`src/rtl/step_pkg.sv`:
```
// Shared constants, state encoding and phase helpers for the stepper coil bus.
package step_pkg;

  localparam int unsigned COIL_W = 4;

  typedef logic [COIL_W-1:0] coil_t;

  localparam coil_t PH_OFF = 4'b0000;
  localparam coil_t PH_A   = 4'b0001;
  localparam coil_t PH_B   = 4'b0010;
  localparam coil_t PH_C   = 4'b0100;
  localparam coil_t PH_D   = 4'b1000;

  typedef enum logic [1:0] {
    IDLE   = 2'b00,
    LOCKED = 2'b01,
    FAULT  = 2'b10
  } state_t;

  localparam logic [1:0] FC_NONE    = 2'b00;
  localparam logic [1:0] FC_ILLEGAL = 2'b01;
  localparam logic [1:0] FC_SKIP    = 2'b10;

  // True for exactly one energised coil.
  function automatic logic is_onehot(input coil_t p);
    return (p == PH_A) || (p == PH_B) || (p == PH_C) || (p == PH_D);
  endfunction

  // Next phase in the forward rotation A->B->C->D->A.
  function automatic coil_t rot_fwd(input coil_t p);
    return {p[2:0], p[3]};
  endfunction

  // Next phase in the reverse rotation.
  function automatic coil_t rot_rev(input coil_t p);
    return {p[0], p[3:1]};
  endfunction

  // Phase two steps away; reaching it in one move means a phase was skipped.
  function automatic coil_t rot_opp(input coil_t p);
    return {p[1:0], p[3:2]};
  endfunction

endpackage

```
`src/rtl/coil_sync_filter.sv`:
```
// Two-flop synchroniser plus a stability filter for the raw coil pattern.
module coil_sync_filter
  import step_pkg::*;
#(
  parameter int unsigned FILTER_CYCLES = 4
) (
  input  logic  clk,
  input  logic  rst,
  input  coil_t coil,
  output coil_t pattern,
  output logic  change
);

  localparam int unsigned CNT_W = 8;
  localparam logic [CNT_W-1:0] CNT_TARGET = CNT_W'(FILTER_CYCLES);

  coil_t            sync1;
  coil_t            sync2;
  coil_t            cand;
  logic [CNT_W-1:0] cnt;
  logic [CNT_W-1:0] cnt_nxt;

  // Stability count: restart at 1 on a new candidate, otherwise climb to the target and hold.
  always_comb begin
    cnt_nxt = cnt;
    if (sync2 != cand) begin
      cnt_nxt = CNT_W'(1);
    end else if (cnt < CNT_TARGET) begin
      cnt_nxt = cnt + CNT_W'(1);
    end
  end

  // Synchroniser, candidate tracking and accepted-pattern update with change strobe.
  always_ff @(posedge clk or negedge rst) begin
    if (!rst) begin
      sync1   <= PH_OFF;
      sync2   <= PH_OFF;
      cand    <= PH_OFF;
      cnt     <= '0;
      pattern <= PH_OFF;
      change  <= 1'b0;
    end else begin
      sync1  <= coil;
      sync2  <= sync1;
      cand   <= sync2;
      cnt    <= cnt_nxt;
      change <= 1'b0;
      if (cnt_nxt == CNT_TARGET) begin
        pattern <= sync2;
        change  <= (sync2 != pattern);
      end
    end
  end

endmodule

```
`src/rtl/step_phase_decoder.sv`:
```
// Decodes filtered coil phases into step pulses, direction, position and step period.
module step_phase_decoder
  import step_pkg::*;
#(
  parameter int unsigned FILTER_CYCLES = 4,
  parameter int unsigned POS_WIDTH     = 16,
  parameter int unsigned PERIOD_WIDTH  = 24
) (
  input  logic                    clk,
  input  logic                    rst,
  input  logic [3:0]              coil,
  input  logic                    clear,
  output logic                    step_pulse,
  output logic                    dir,
  output logic [POS_WIDTH-1:0]    position,
  output logic [PERIOD_WIDTH-1:0] period,
  output logic                    active,
  output logic                    fault,
  output logic [1:0]              fault_code
);

  localparam logic [PERIOD_WIDTH-1:0] PCNT_MAX = '1;

  coil_t acc;
  logic  acc_chg;

  state_t                  state_q;
  state_t                  state_nxt;
  coil_t                   phase_q;
  coil_t                   phase_nxt;
  logic [PERIOD_WIDTH-1:0] pcnt_q;
  logic                    step_c;
  logic                    fwd_c;
  logic                    fault_set_c;
  logic [1:0]              cause_c;

  coil_sync_filter #(
    .FILTER_CYCLES(FILTER_CYCLES)
  ) u_filter (
    .clk    (clk),
    .rst    (rst),
    .coil   (coil),
    .pattern(acc),
    .change (acc_chg)
  );

  // State register and remembered phase.
  always_ff @(posedge clk or negedge rst) begin
    if (!rst) begin
      state_q <= IDLE;
      phase_q <= PH_OFF;
    end else begin
      state_q <= state_nxt;
      phase_q <= phase_nxt;
    end
  end

  // Next state and step/fault decisions, evaluated when the accepted pattern changes.
  always_comb begin
    state_nxt   = state_q;
    phase_nxt   = phase_q;
    step_c      = 1'b0;
    fwd_c       = 1'b0;
    fault_set_c = 1'b0;
    cause_c     = FC_NONE;
    if (clear) begin
      // Clear wins: any pending step is dropped and the decoder relocks on the current pattern.
      state_nxt = is_onehot(acc) ? LOCKED : IDLE;
      phase_nxt = acc;
    end else if (acc_chg) begin
      unique case (state_q)
        IDLE: begin
          if (is_onehot(acc)) begin
            state_nxt = LOCKED;
            phase_nxt = acc;
          end else if (acc != PH_OFF) begin
            state_nxt   = FAULT;
            fault_set_c = 1'b1;
            cause_c     = FC_ILLEGAL;
          end
        end
        LOCKED: begin
          if (acc == rot_fwd(phase_q)) begin
            step_c    = 1'b1;
            fwd_c     = 1'b1;
            phase_nxt = acc;
          end else if (acc == rot_rev(phase_q)) begin
            step_c    = 1'b1;
            phase_nxt = acc;
          end else if (acc == rot_opp(phase_q)) begin
            state_nxt   = FAULT;
            fault_set_c = 1'b1;
            cause_c     = FC_SKIP;
          end else if (acc == PH_OFF) begin
            state_nxt = IDLE;
          end else begin
            state_nxt   = FAULT;
            fault_set_c = 1'b1;
            cause_c     = FC_ILLEGAL;
          end
        end
        FAULT: begin
          state_nxt = FAULT;
        end
        default: begin
          state_nxt = IDLE;
        end
      endcase
    end
  end

  // Registered outputs: step pulse, direction, position, period and sticky fault.
  always_ff @(posedge clk or negedge rst) begin
    if (!rst) begin
      step_pulse <= 1'b0;
      dir        <= 1'b0;
      position   <= '0;
      period     <= '0;
      pcnt_q     <= '0;
      active     <= 1'b0;
      fault      <= 1'b0;
      fault_code <= FC_NONE;
    end else begin
      step_pulse <= step_c;
      active     <= (state_nxt == LOCKED);
      if (clear) begin
        position <= '0;
      end else if (step_c) begin
        dir      <= fwd_c;
        position <= fwd_c ? position + POS_WIDTH'(1) : position - POS_WIDTH'(1);
      end
      // Counter restarts the cycle the pulse is visible, so period equals step spacing.
      if (clear) begin
        pcnt_q <= '0;
      end else if (step_pulse) begin
        pcnt_q <= PERIOD_WIDTH'(1);
      end else if (pcnt_q != PCNT_MAX) begin
        pcnt_q <= pcnt_q + PERIOD_WIDTH'(1);
      end
      if (clear) begin
        period <= '0;
      end else if (step_c) begin
        period <= (pcnt_q == PCNT_MAX) ? PCNT_MAX : pcnt_q + PERIOD_WIDTH'(1);
      end
      if (clear) begin
        fault      <= 1'b0;
        fault_code <= FC_NONE;
      end else if (fault_set_c && !fault) begin
        fault      <= 1'b1;
        fault_code <= cause_c;
      end
    end
  end

endmodule

```
`config.mk`:
```
export PLATFORM = sky130hd
export DESIGN_NAME = step_phase_decoder
export DESIGN_NICKNAME = d
export VERILOG_FILES = /design/src/rtl/step_pkg.sv /design/src/rtl/coil_sync_filter.sv /design/src/rtl/step_phase_decoder.sv
export SDC_FILE = /design/constraint.sdc
export NUM_CORES = 1
export LEC_CHECK = 0
export BUFFER_PORTS_ARGS = -buffer_cell sky130_fd_sc_hd__clkbuf_2
export CAP_MARGIN = 20
export CORE_MARGIN = 4
export CORE_UTILIZATION = 45
export CTS_BUF_LIST = sky130_fd_sc_hd__clkbuf_16
export DETAILED_ROUTE_END_ITERATION = 8
export PLACE_DENSITY = 0.68
export SLEW_MARGIN = 20
export SYNTH_ARGS = -nofsm -noshare
export SYNTH_HDL_FRONTEND = slang
export SYNTH_HIERARCHICAL = 1
export SYNTH_SLANG_ARGS = --single-unit
```
`constraint.sdc`:
```
create_clock -name clk -period 3.9 [get_ports clk]
set_input_delay 0.78 -clock clk [delete_from_list [all_inputs] [get_ports clk]]
set_output_delay 0.78 -clock clk [all_outputs]
set_load 0.1 [all_outputs]
```
==> results of run 1 <==
## cell usage in the layout, fill, tap and decap left out, types with 5 or more instances in the layout
cell / count
nor2b_1: 7
and3_1: 7
dfrtp_1: 101
clkbuf_16: 9
and2_2: 5
xor2_1: 23
xnor2_1: 27
nor2_1: 26
a21o_1: 9
inv_1: 10
a22o_1: 10
clkbuf_2: 51
buf_4: 7
mux2_4: 9
a21oi_1: 32
mux2i_1: 5
nand2_1: 51
nand4_1: 7
ha_1: 18
nand3_1: 15
o21ai_0: 22
o21ai_1: 10
## flip-flops by register name, indices dropped and copies added, names as in the netlist
register	count
u_filter/pattern	4
fault_code	2
step_pulse	1
phase_q	4
u_filter/cand	4
fault	1
pcnt_q	24
active	1
dir	1
u_filter/sync2	4
state_q	2
u_filter/cnt	8
u_filter/change	1
period	24
u_filter/sync1	4
position	16
## through the flow
stage,cell area (sq um),hold WS (ns)
floorplan,5280,0.331
global placement,5660,0.336
detailed placement,5660,0.341
CTS,5910,0.311
global route,5940,0.324
finish,5940,0.314
## worst min-delay path by stage
stage	start	end	cells past startpoint	slack, ns
after floorplan	u_filter/sync1[0]	u_filter/sync2[0]	0	0.33
after global placement	u_filter/sync1[2]	u_filter/sync2[2]	0	0.34
after detailed placement	u_filter/sync1[1]	u_filter/sync2[1]	0	0.34
after CTS	rst	position[4]	1	0.31
after global routing	rst	position[6]	1	0.32
final	rst	position[10]	1	0.31
## synth_stat cells (5+ instances only)
cell type	instances	area share, %
o21ai_0	22	2.1
a21o_1	9	1.3
inv_1	8	0.57
a21oi_1	32	3.0
xor2_1	23	3.8
buf_2	7	0.66
o21ai_1	10	0.95
mux2_4	9	2.6
nand4_1	7	0.83
nor2b_1	7	0.83
nand2_1	51	3.6
a22o_1	10	1.7
mux2i_1	5	0.95
clkbuf_1	6	0.43
ha_1	18	4.3
nor2_1	26	1.8
xnor2_1	27	4.5
and2_2	5	0.71
dfrtp_1	101	48
nand3_1	15	1.4
and3_1	7	0.83
## worst max-delay path: stages, from the launching register on
cell and delay (ns):
dfrtp_1 0.52, xnor2_1 0.25, nand4_2 0.20, or2_1 0.56
ha_1 0.51, a21oi_1 0.23, o21ai_0 0.15, a31o_2 0.26
a31oi_1 0.18, mux2i_1 0.22, mux2_1 0.34
## metal layers
layer / vias up / global-route usage [%] / part of all wire, %
met4: 0 / 6.03 / 1.4
met3: 10 / 3.11 / 3.3
met5: - / 0 / 0
met2: 61 / 26.0 / 46
met1: 1774 / 23.1 / 49
li1: 1829 / - / -
## kinds of logic after synthesis
logic type,count (synthesis),synth area share [%]
adder cells (fa/ha/maj),20,4.83
AND/OR/NAND/NOR,154,16.5
multiplexers,16,3.98
AO/OA/AOI/OAI,116,15.4
flip-flops,101,47.9
XOR/XNOR,50,8.29
buffers and inverters,30,3.17
## area by class of cell
| cell class | instances | area (sq um) |
|---|---|---|
| inverter | 8 | 30.0 |
| tap | 143 | 179 |
| multi-input combinational | 356 | 2590 |
| clock buffer | 9 | 225 |
| sequential | 101 | 2530 |
| clock inverter | 6 | 23.8 |
| fill | 1053 | 5530 |
| timing repair buffer | 60 | 355 |
## report_power, final
part / total [mW] / switching [mW] / internal (mW) / leakage (nW)
logic: 0.209 / 0.141 / 0.0678 / 1.43
clock network: 0.778 / 0.362 / 0.417 / 0.130
registers: 1.09 / 0.0167 / 1.07 / 1.37
total: 2.07 / 0.520 / 1.55 / 2.94
==> key figures, run 1 <==
Floorplanning
  • FP Rows: 39
  • Core area: 0.0115 sq mm
  • Total die area: 0.0135 sq mm
  • Die X: 116 microns
  • Starting density of the core: 46.1%
  • I/O Pins: 53
  • Die H: 116 microns

STA
  • Fin crit share: 90.3%
  • Final worst slack: 0.377 ns
  • Fin. Hold Viols: 0
  • Worst Max-Slew Pin Slew: 0.834 ns
  • Unrepaired setup endpoints after global routing: false
  • Slew HR: 44.3%
  • Max Fclk: 0.284 GHz
  • Final setup fails: 0
  • Max-slew violations: 0
  • Period minus WS final: 3.52 ns
  • Setup_tns: 0 ns
  • Final setup skew: 0.00743 ns

Critical path
  • Data required time of the critical path: 4.12 ns
  • Startpoint types: flop
  • CP Capture Type: flop
  • FF-to-FF Start: u_filter/pattern[0]
  • CP startpoint: u_filter/pattern[0]
  • Crit-path max FO: 20
  • Worst Reg-to-Reg Cells: 10
  • R2R setup slack: 0.38 ns
  • CP arrival: 3.75 ns
  • Worst R2R End: position[15]
  • Crit path capture: position[15]
  • Crit Path Class: reg2reg

Finish
  • Layout Nets: 562
  • Layout cell share with drive strength beyond 1: 21.5%
  • Core Util, Final: 51.8%
  • Number of antenna diodes: 0
  • Area Overhead vs Synth: 12.4%
  • Post-route insts no fill: 683

Place
  • Gpl congestion: 0.941
  • Placed cell count: 667
  • Port Buffer Count: 52
  • Setup Slack @ Placement: 0.191 ns
  • Detail Placement HPWL: 7410 microns

Clock tree
  • CTS Hold Bufs: 0
  • Clock transition at the registers of the reported paths: 0.07 ns
  • CTS tree: done
  • Root Buffer: clkbuf_16
  • Clock buffer depth: 2
  • Post_cts resized: 0
  • Clk sinks: 101
  • Worst-Skew Late Latency: 0.34 ns
  • # Post-CTS Setup Buffers: 0
  • TritonCTS Buffers: 9
  • # H-tree levels: 3

Synthesis
  • Synth warn: 6
  • FFs w/ async S/R, synth: 100%
  • Post-synth EDFFs: 0
  • Total nets after synthesis: 513
  • Mean area per synthesized cell: 10.8 sq um
  • Synth unique cells: 75
  • Netlist Area Pre-Place: 0.00528 sq mm
  • Mapped Cells: 487
  • Sequential element share of the synthesized area: 47.9%
  • Flops & latches, synth: 101
  • Ys flop type: dfrtp_1

Power and ir drop
  • Max VDD drop: 0.316 mV
  • Pwr dens: 349 mW/mm^2
  • Pwr Total: 2.07 mW
  • Static Leak: 2.94 nW

Drt
  • Wire length per cell: 15.4 microns
  • Iteration-0 DRC Markers: 147
  • Drc violations: 0
  • WL final: 10500 microns
  • Vias: 3674
  • Detail Route Antenna Nets: 0
  • Vias per inst: 5.38
  • Detailed Routing Iterations Pass 1: 4

Run
  • Max_cap viols: 0

Status
  • Status: completed

Global routing
  • Number of global-route vias before repair: 3715
  • Largest net degree at the start of global routing: 85
  • Gr usage total: 16.6%
  • Antenna violations before repair: 0
  • First-pass GRT wire length: 17900 microns
  • Total grt overflow: 0

Worst hold path
  • Worst Hold Class: in2async
No activity file was read; power rests on OpenSTA's default activity.
==> run 2, diff against run 1 <==
Settings changed: CTS_CLUSTER_SIZE from default to 16, PLACE_DENSITY 0.68 to default.
==> run 2 against run 1 <==
Compared with the run above: non-clock buffer count increased by 1; sequential power about the same; hold slack better by 0.036 ns; final area up 0.53%; clock power up 10%; utilization up 0.27 points; power increased by 3.4%; global-route usage up 0.34 points; critical path depth stayed put; first-iteration DRC count rose by 45%; die area unchanged; critical path type unchanged; largest cell class unchanged.
==> key figures, run 2 (synthesis gave the netlist of run 1 again) <==
STA
  • Setup_tns: 0 ns
  • Unrepaired setup endpoints after global routing: false
  • Period minus WS final: 3.41 ns
  • Max Fclk: 0.293 GHz
  • Final setup skew: 0.00944 ns
  • Max-slew violations: 0
  • Worst hold margin: 0.350 ns
  • Final setup fails: 0
  • Fin. Hold Viols: 0
  • Slew HR: 51.2%
  • Fin crit share: 87.4%
  • Worst Max-Slew Pin Slew: 0.732 ns

Worst hold path
  • Hold Path End: u_filter/sync2[2]
  • Worst hold path depth: 0
  • Hold path startpoint: u_filter/sync1[2]
  • Worst Hold Class: reg2reg

Global routing
  • First-pass GRT wire length: 18000 microns
  • Largest net degree at the start of global routing: 82
  • Gr usage total: 16.9%
  • Antenna violations before repair: 0
  • Total grt overflow: 0
  • Number of global-route vias before repair: 3623

Status
  • Status: completed

Run
  • Max_cap viols: 0

Critical path
  • Slowest CP cell: dfrtp_1
  • CP Capture Type: flop
  • CP arrival: 3.63 ns
  • CP startpoint: u_filter/pattern[0]
  • Crit-path max FO: 20
  • Worst Reg-to-Reg Cells: 10
  • Data required time of the critical path: 4.13 ns
  • Worst-path cell chain: xnor2_1, nand4_2, or2_2, ha_1, a21oi_1, o21ai_0, a31o_2, a31oi_1, mux2i_1, mux2_1
  • Crit Path Class: reg2reg
  • FF-to-FF Start: u_filter/pattern[0]
  • CP max stage delay: 0.52 ns
  • Startpoint types: flop
  • R2R setup slack: 0.49 ns
  • Worst R2R End: position[15]

Clock tree
  • CTS Hold Bufs: 0
  • # H-tree levels: 3
  • CTS tree: done
  • Clk sinks: 101
  • Clock transition at the registers of the reported paths: 0.06 ns
  • # Post-CTS Setup Buffers: 0
  • Worst-Skew Late Latency: 0.35 ns
  • Post_cts resized: 0
  • Clock buffer depth: 2
  • Root Buffer: clkbuf_16
  • TritonCTS Buffers: 9

Floorplanning
  • Starting density of the core: 46.1%
  • Die X: 116 microns
  • Total die area: 0.0135 sq mm
  • Core area: 0.0115 sq mm
  • FP Rows: 39
  • Die H: 116 microns
  • I/O Pins: 53

Finish
  • Number of antenna diodes: 0
  • Layout cell share with drive strength beyond 1: 22.2%
  • Area Overhead vs Synth: 13.0%
  • Commonest non-fill, non-tap cell in the layout: dfrtp_1
  • Commonest non-fill, non-tap cells in the layout: 101 x dfrtp_1, 51 x nand2_1, 51 x clkbuf_2
  • Layout Nets: 563
  • Regs by FF count: pcnt_q (24), period (24), position (16)
  • Fillers: 1017

Power and ir drop
  • Comb power frac: 8.7%
  • Psw: 0.528 mW
  • Sw Share: 24.6%
  • Static Leak: 2.94 nW
  • Max VDD drop: 0.400 mV
  • Pwr dens: 359 mW/mm^2
  • Internal: 1.62 mW
  • Seq pwr share: 51.3%
  • Clock power frac: 40.0%

Drt
  • Detail Route Antenna Nets: 0
  • Drc violations: 0
  • Vias: 3691
  • Vias per inst: 5.40
  • Iteration-0 DRC Markers: 213
  • WL final: 10600 microns
  • Detailed Routing Iterations Pass 1: 4
  • Wire length per cell: 15.4 microns

Place
  • Detail Placement HPWL: 7330 microns
  • Gpl congestion: 0.912
  • Port Buffer Count: 52
[run 2: changes by cell type in the layout (fill, tap and decap cells not counted), sizes merged]
cell	delta
bufinv	+1
clkinvlp	+2
inv	-1
clkinv	-2
buf	+1
[run 2: worst max-delay path, delay by kind of cell, from the launching register on]
kind                     cells  cell delay, ns
flip-flops                   1            0.52
XOR/XNOR                     1            0.24
AND/OR/NAND/NOR              2            0.73
multiplexers                 2            0.57
AO/OA/AOI/OAI                4            0.84
adder cells (fa/ha/maj)      1            0.38
[run 2: area by class of cell]
type | count | area, sq um | area share, %
inverters | 8 | 30.0 | 0.503
clock inverters | 6 | 56.3 | 0.944
repair buffers | 61 | 354 | 5.93
multi-input cells | 356 | 2590 | 43.5
clock buffers | 9 | 225 | 3.77
flip-flops and latches | 101 | 2530 | 42.4
well taps | 143 | 179 | 3.00
[run 2: how the worst max path moves through the flow]
stage | endpoint | slack (ns) | cells past startpoint
2_1_floorplan | position[15] | 0.62 | 10
3_3_place_gp | position[15] | 0.24 | 11
3_5_place_dp | position[15] | 0.20 | 11
4_1_cts | position[15] | 0.38 | 10
5_1_grt | position[15] | 0.12 | 10
6_report | position[15] | 0.49 | 10
[run 2: through the flow]
stage	instance area (sq um)	setup WS [ns]	power, mW	std cells	utilization, %
final	5970	0.492	2.14	684	52.0
after global placement	5650	0.237	1.30	668	49.3
after floorplan	5280	0.617	1.26	487	-
after global routing	5970	0.119	2.25	684	52.0
after detailed placement	5650	0.203	1.31	668	49.3
after CTS	5940	0.375	2.18	683	51.8
[run 2: power groups by stage]
| stage | sequential, mW | clock (mW) | combinational, mW |
|---|---|---|---|
| 3_5_place_dp | 1.12 | 0 | 0.186 |
| 2_1_floorplan | 1.14 | 0 | 0.117 |
| 6_report | 1.10 | 0.859 | 0.186 |
| 5_1_grt | 1.10 | 0.938 | 0.207 |
| 4_1_cts | 1.10 | 0.893 | 0.186 |
| 3_3_place_gp | 1.12 | 0 | 0.183 |
[run 2: metal layers]
layer / vias up / routed length (microns) / global-route usage, %
li1: 1824 / - / -
met1: 1793 / 5080 / 23.6
met2: 62 / 4870 / 26.4
met3: 12 / 394 / 2.54
met4: 0 / 210 / 7.42
met5: - / 0 / 0
==> run 3, diff against run 2 <==
Settings changed: BUFFER_PORTS_ARGS -buffer_cell sky130_fd_sc_hd__clkbuf_2 to default, DONT_BUFFER_PORTS from default to 1.
==> run 3 against run 2 <==
Compared with the run above: power up 2.9%; combinational power is 25% lower; sequential power about the same; global-route usage down 0.38 points; utilization down 1.2 points; largest cell class unchanged; via count fell by 3.3%; largest power group unchanged; final cell count fell by 5.6%; clock power rose by 10%; flip-flop and latch count did not move; first-iteration DRC count rose by 0.94%; critical path type unchanged.
==> key figures, run 3 (synthesis gave the netlist of run 1 again) <==
Finish
  • Post-route insts no fill: 646
  • Number of antenna diodes: 0
  • Commonest non-fill, non-tap cell in the layout: dfrtp_1
  • Commonest non-fill, non-tap cells in the layout: 101 x dfrtp_1, 51 x nand2_1, 32 x a21oi_1
  • Layout Nets: 524
  • Layout cell share with drive strength beyond 1: 16.3%
  • Regs by FF count: pcnt_q (24), period (24), position (16)
  • Register area: 0.00253 sq mm
  • Area of the multi-input gates: 0.00259 sq mm
  • Area Overhead vs Synth: 10.4%
  • Fillers: 992

Floorplanning
  • Die H: 116 microns
  • Total die area: 0.0135 sq mm
  • Core area: 0.0115 sq mm
  • Starting density of the core: 46.1%
  • I/O Pins: 53
  • FP Rows: 39
  • Die X: 116 microns

STA
  • Unrepaired setup endpoints after global routing: false
  • Worst Max-Slew Pin Slew: 1.05 ns
  • Final worst slack: 0.419 ns
  • Setup_tns: 0 ns
  • Final setup skew: 0.00710 ns
  • Final setup fails: 0
  • Slew HR: 29.9%
  • Fin crit share: 89.2%
  • Period minus WS final: 3.48 ns
  • Fin. Hold Viols: 0
  • Max Fclk: 0.287 GHz
  • Max-slew violations: 0

Clock tree
  • TritonCTS Buffers: 9
  • # H-tree levels: 3
  • Clock buffer depth: 2
  • Clk sinks: 101
  • # Post-CTS Setup Buffers: 0
  • Clock transition at the registers of the reported paths: 0.07 ns
  • CTS tree: done
  • Worst-Skew Late Latency: 0.34 ns
  • CTS Hold Bufs: 0
  • Root Buffer: clkbuf_16
  • Post_cts resized: 0

Critical path
  • Crit Path Class: reg2reg
  • Slowest CP cell: dfrtp_1
  • CP max stage delay: 0.60 ns
  • Worst Path Buf+Inv: 0
  • Startpoint types: flop
  • Crit-path max FO: 20
  • Data required time of the critical path: 4.13 ns
  • Worst-path cell chain: xnor2_1, nand4_2, or2_1, ha_1, a21oi_1, a21boi_2, o21ai_2, a31oi_1, mux2i_1, mux2_1
  • CP Capture Type: flop
  • CP arrival: 3.71 ns
  • CP top delay family: compound AO/OA/AOI/OAI gates

Place
  • Placed cell count: 629
  • Setup Slack @ Placement: 0.262 ns
  • Port Buffer Count: 0
  • Detail Placement HPWL: 7220 microns
  • Gpl congestion: 0.954

Drt
  • Detailed Routing Iterations Pass 1: 4
  • Wire length per cell: 16.3 microns
  • Drc violations: 0
  • Vias per inst: 5.53
  • Iteration-0 DRC Markers: 215
  • Vias: 3571
  • Detail Route Antenna Nets: 0
  • WL final: 10600 microns

Global routing
  • Largest net degree at the start of global routing: 102
  • Number of global-route vias before repair: 3568
  • Gr usage total: 16.6%
  • First-pass GRT wire length: 17800 microns
  • Antenna violations before repair: 0
  • Total grt overflow: 0

Power and ir drop
  • Pwr Total: 2.21 mW
  • Max VDD drop: 0.440 mV
  • Static Leak: 2.80 nW
  • Pwr dens: 378 mW/mm^2

Run
  • Max_cap viols: 0

Worst hold path
  • Worst Hold Class: in2async

Status
  • Status: completed
[run 3: metal layers]
metal | vias up | wire length (microns) | global-route usage (%)
li1 | 1746 | - | -
met1 | 1759 | 5030 | 22.6
met2 | 56 | 4920 | 26.2
met3 | 10 | 448 | 3.42
met4 | 0 | 148 | 6.19
met5 | - | 0 | 0
[run 3: worst paths after layout]
check	to	from	depth (start not counted)	slack [ns]
max in group asynchronous	pcnt_q[20]	rst	0	3.63
setup reg to reg	position[15]	u_filter/pattern[1]	10	0.42
hold / removal	position[14]	rst	0	0.13
setup / recovery	position[15]	u_filter/pattern[1]	10	0.42
min in group clk	u_filter/sync2[1]	u_filter/sync1[1]	0	0.35
hold reg to reg	u_filter/sync2[1]	u_filter/sync1[1]	0	0.35
[run 3: layout make-up]
class	instances	area share [%]
clock buffer	9	3.86
clock inverter	7	1.54
multi-input combinational	356	44.5
sequential	101	43.3
inverter	8	0.515
tap	143	3.07
timing repair buffer	22	3.18
[run 3: power breakdown]
part	internal, mW	leakage (nW)	switching, mW
registers	1.07	1.37	0.0555
clock network	0.560	0.159	0.385
logic	0.0599	1.27	0.0789
total	1.69	2.80	0.519
[run 3: worst register-to-register path: cells and delay by family, from the launching register on]
kind | cells | cell delay (ns)
AO/OA/AOI/OAI | 4 | 0.81
XOR/XNOR | 1 | 0.18
adder cells (fa/ha/maj) | 1 | 0.49
flip-flops | 1 | 0.60
multiplexers | 2 | 0.55
AND/OR/NAND/NOR | 2 | 0.73
[run 3: metrics by stage]
stage	util, %	hold slack [ns]	instance area (sq um)
detailed placement	47.9	0.335	5490
CTS	50.6	0.116	5800
global route	50.9	0.107	5830
floorplan	-	0.331	5280
global placement	47.9	0.335	5490
finish	50.9	0.128	5830
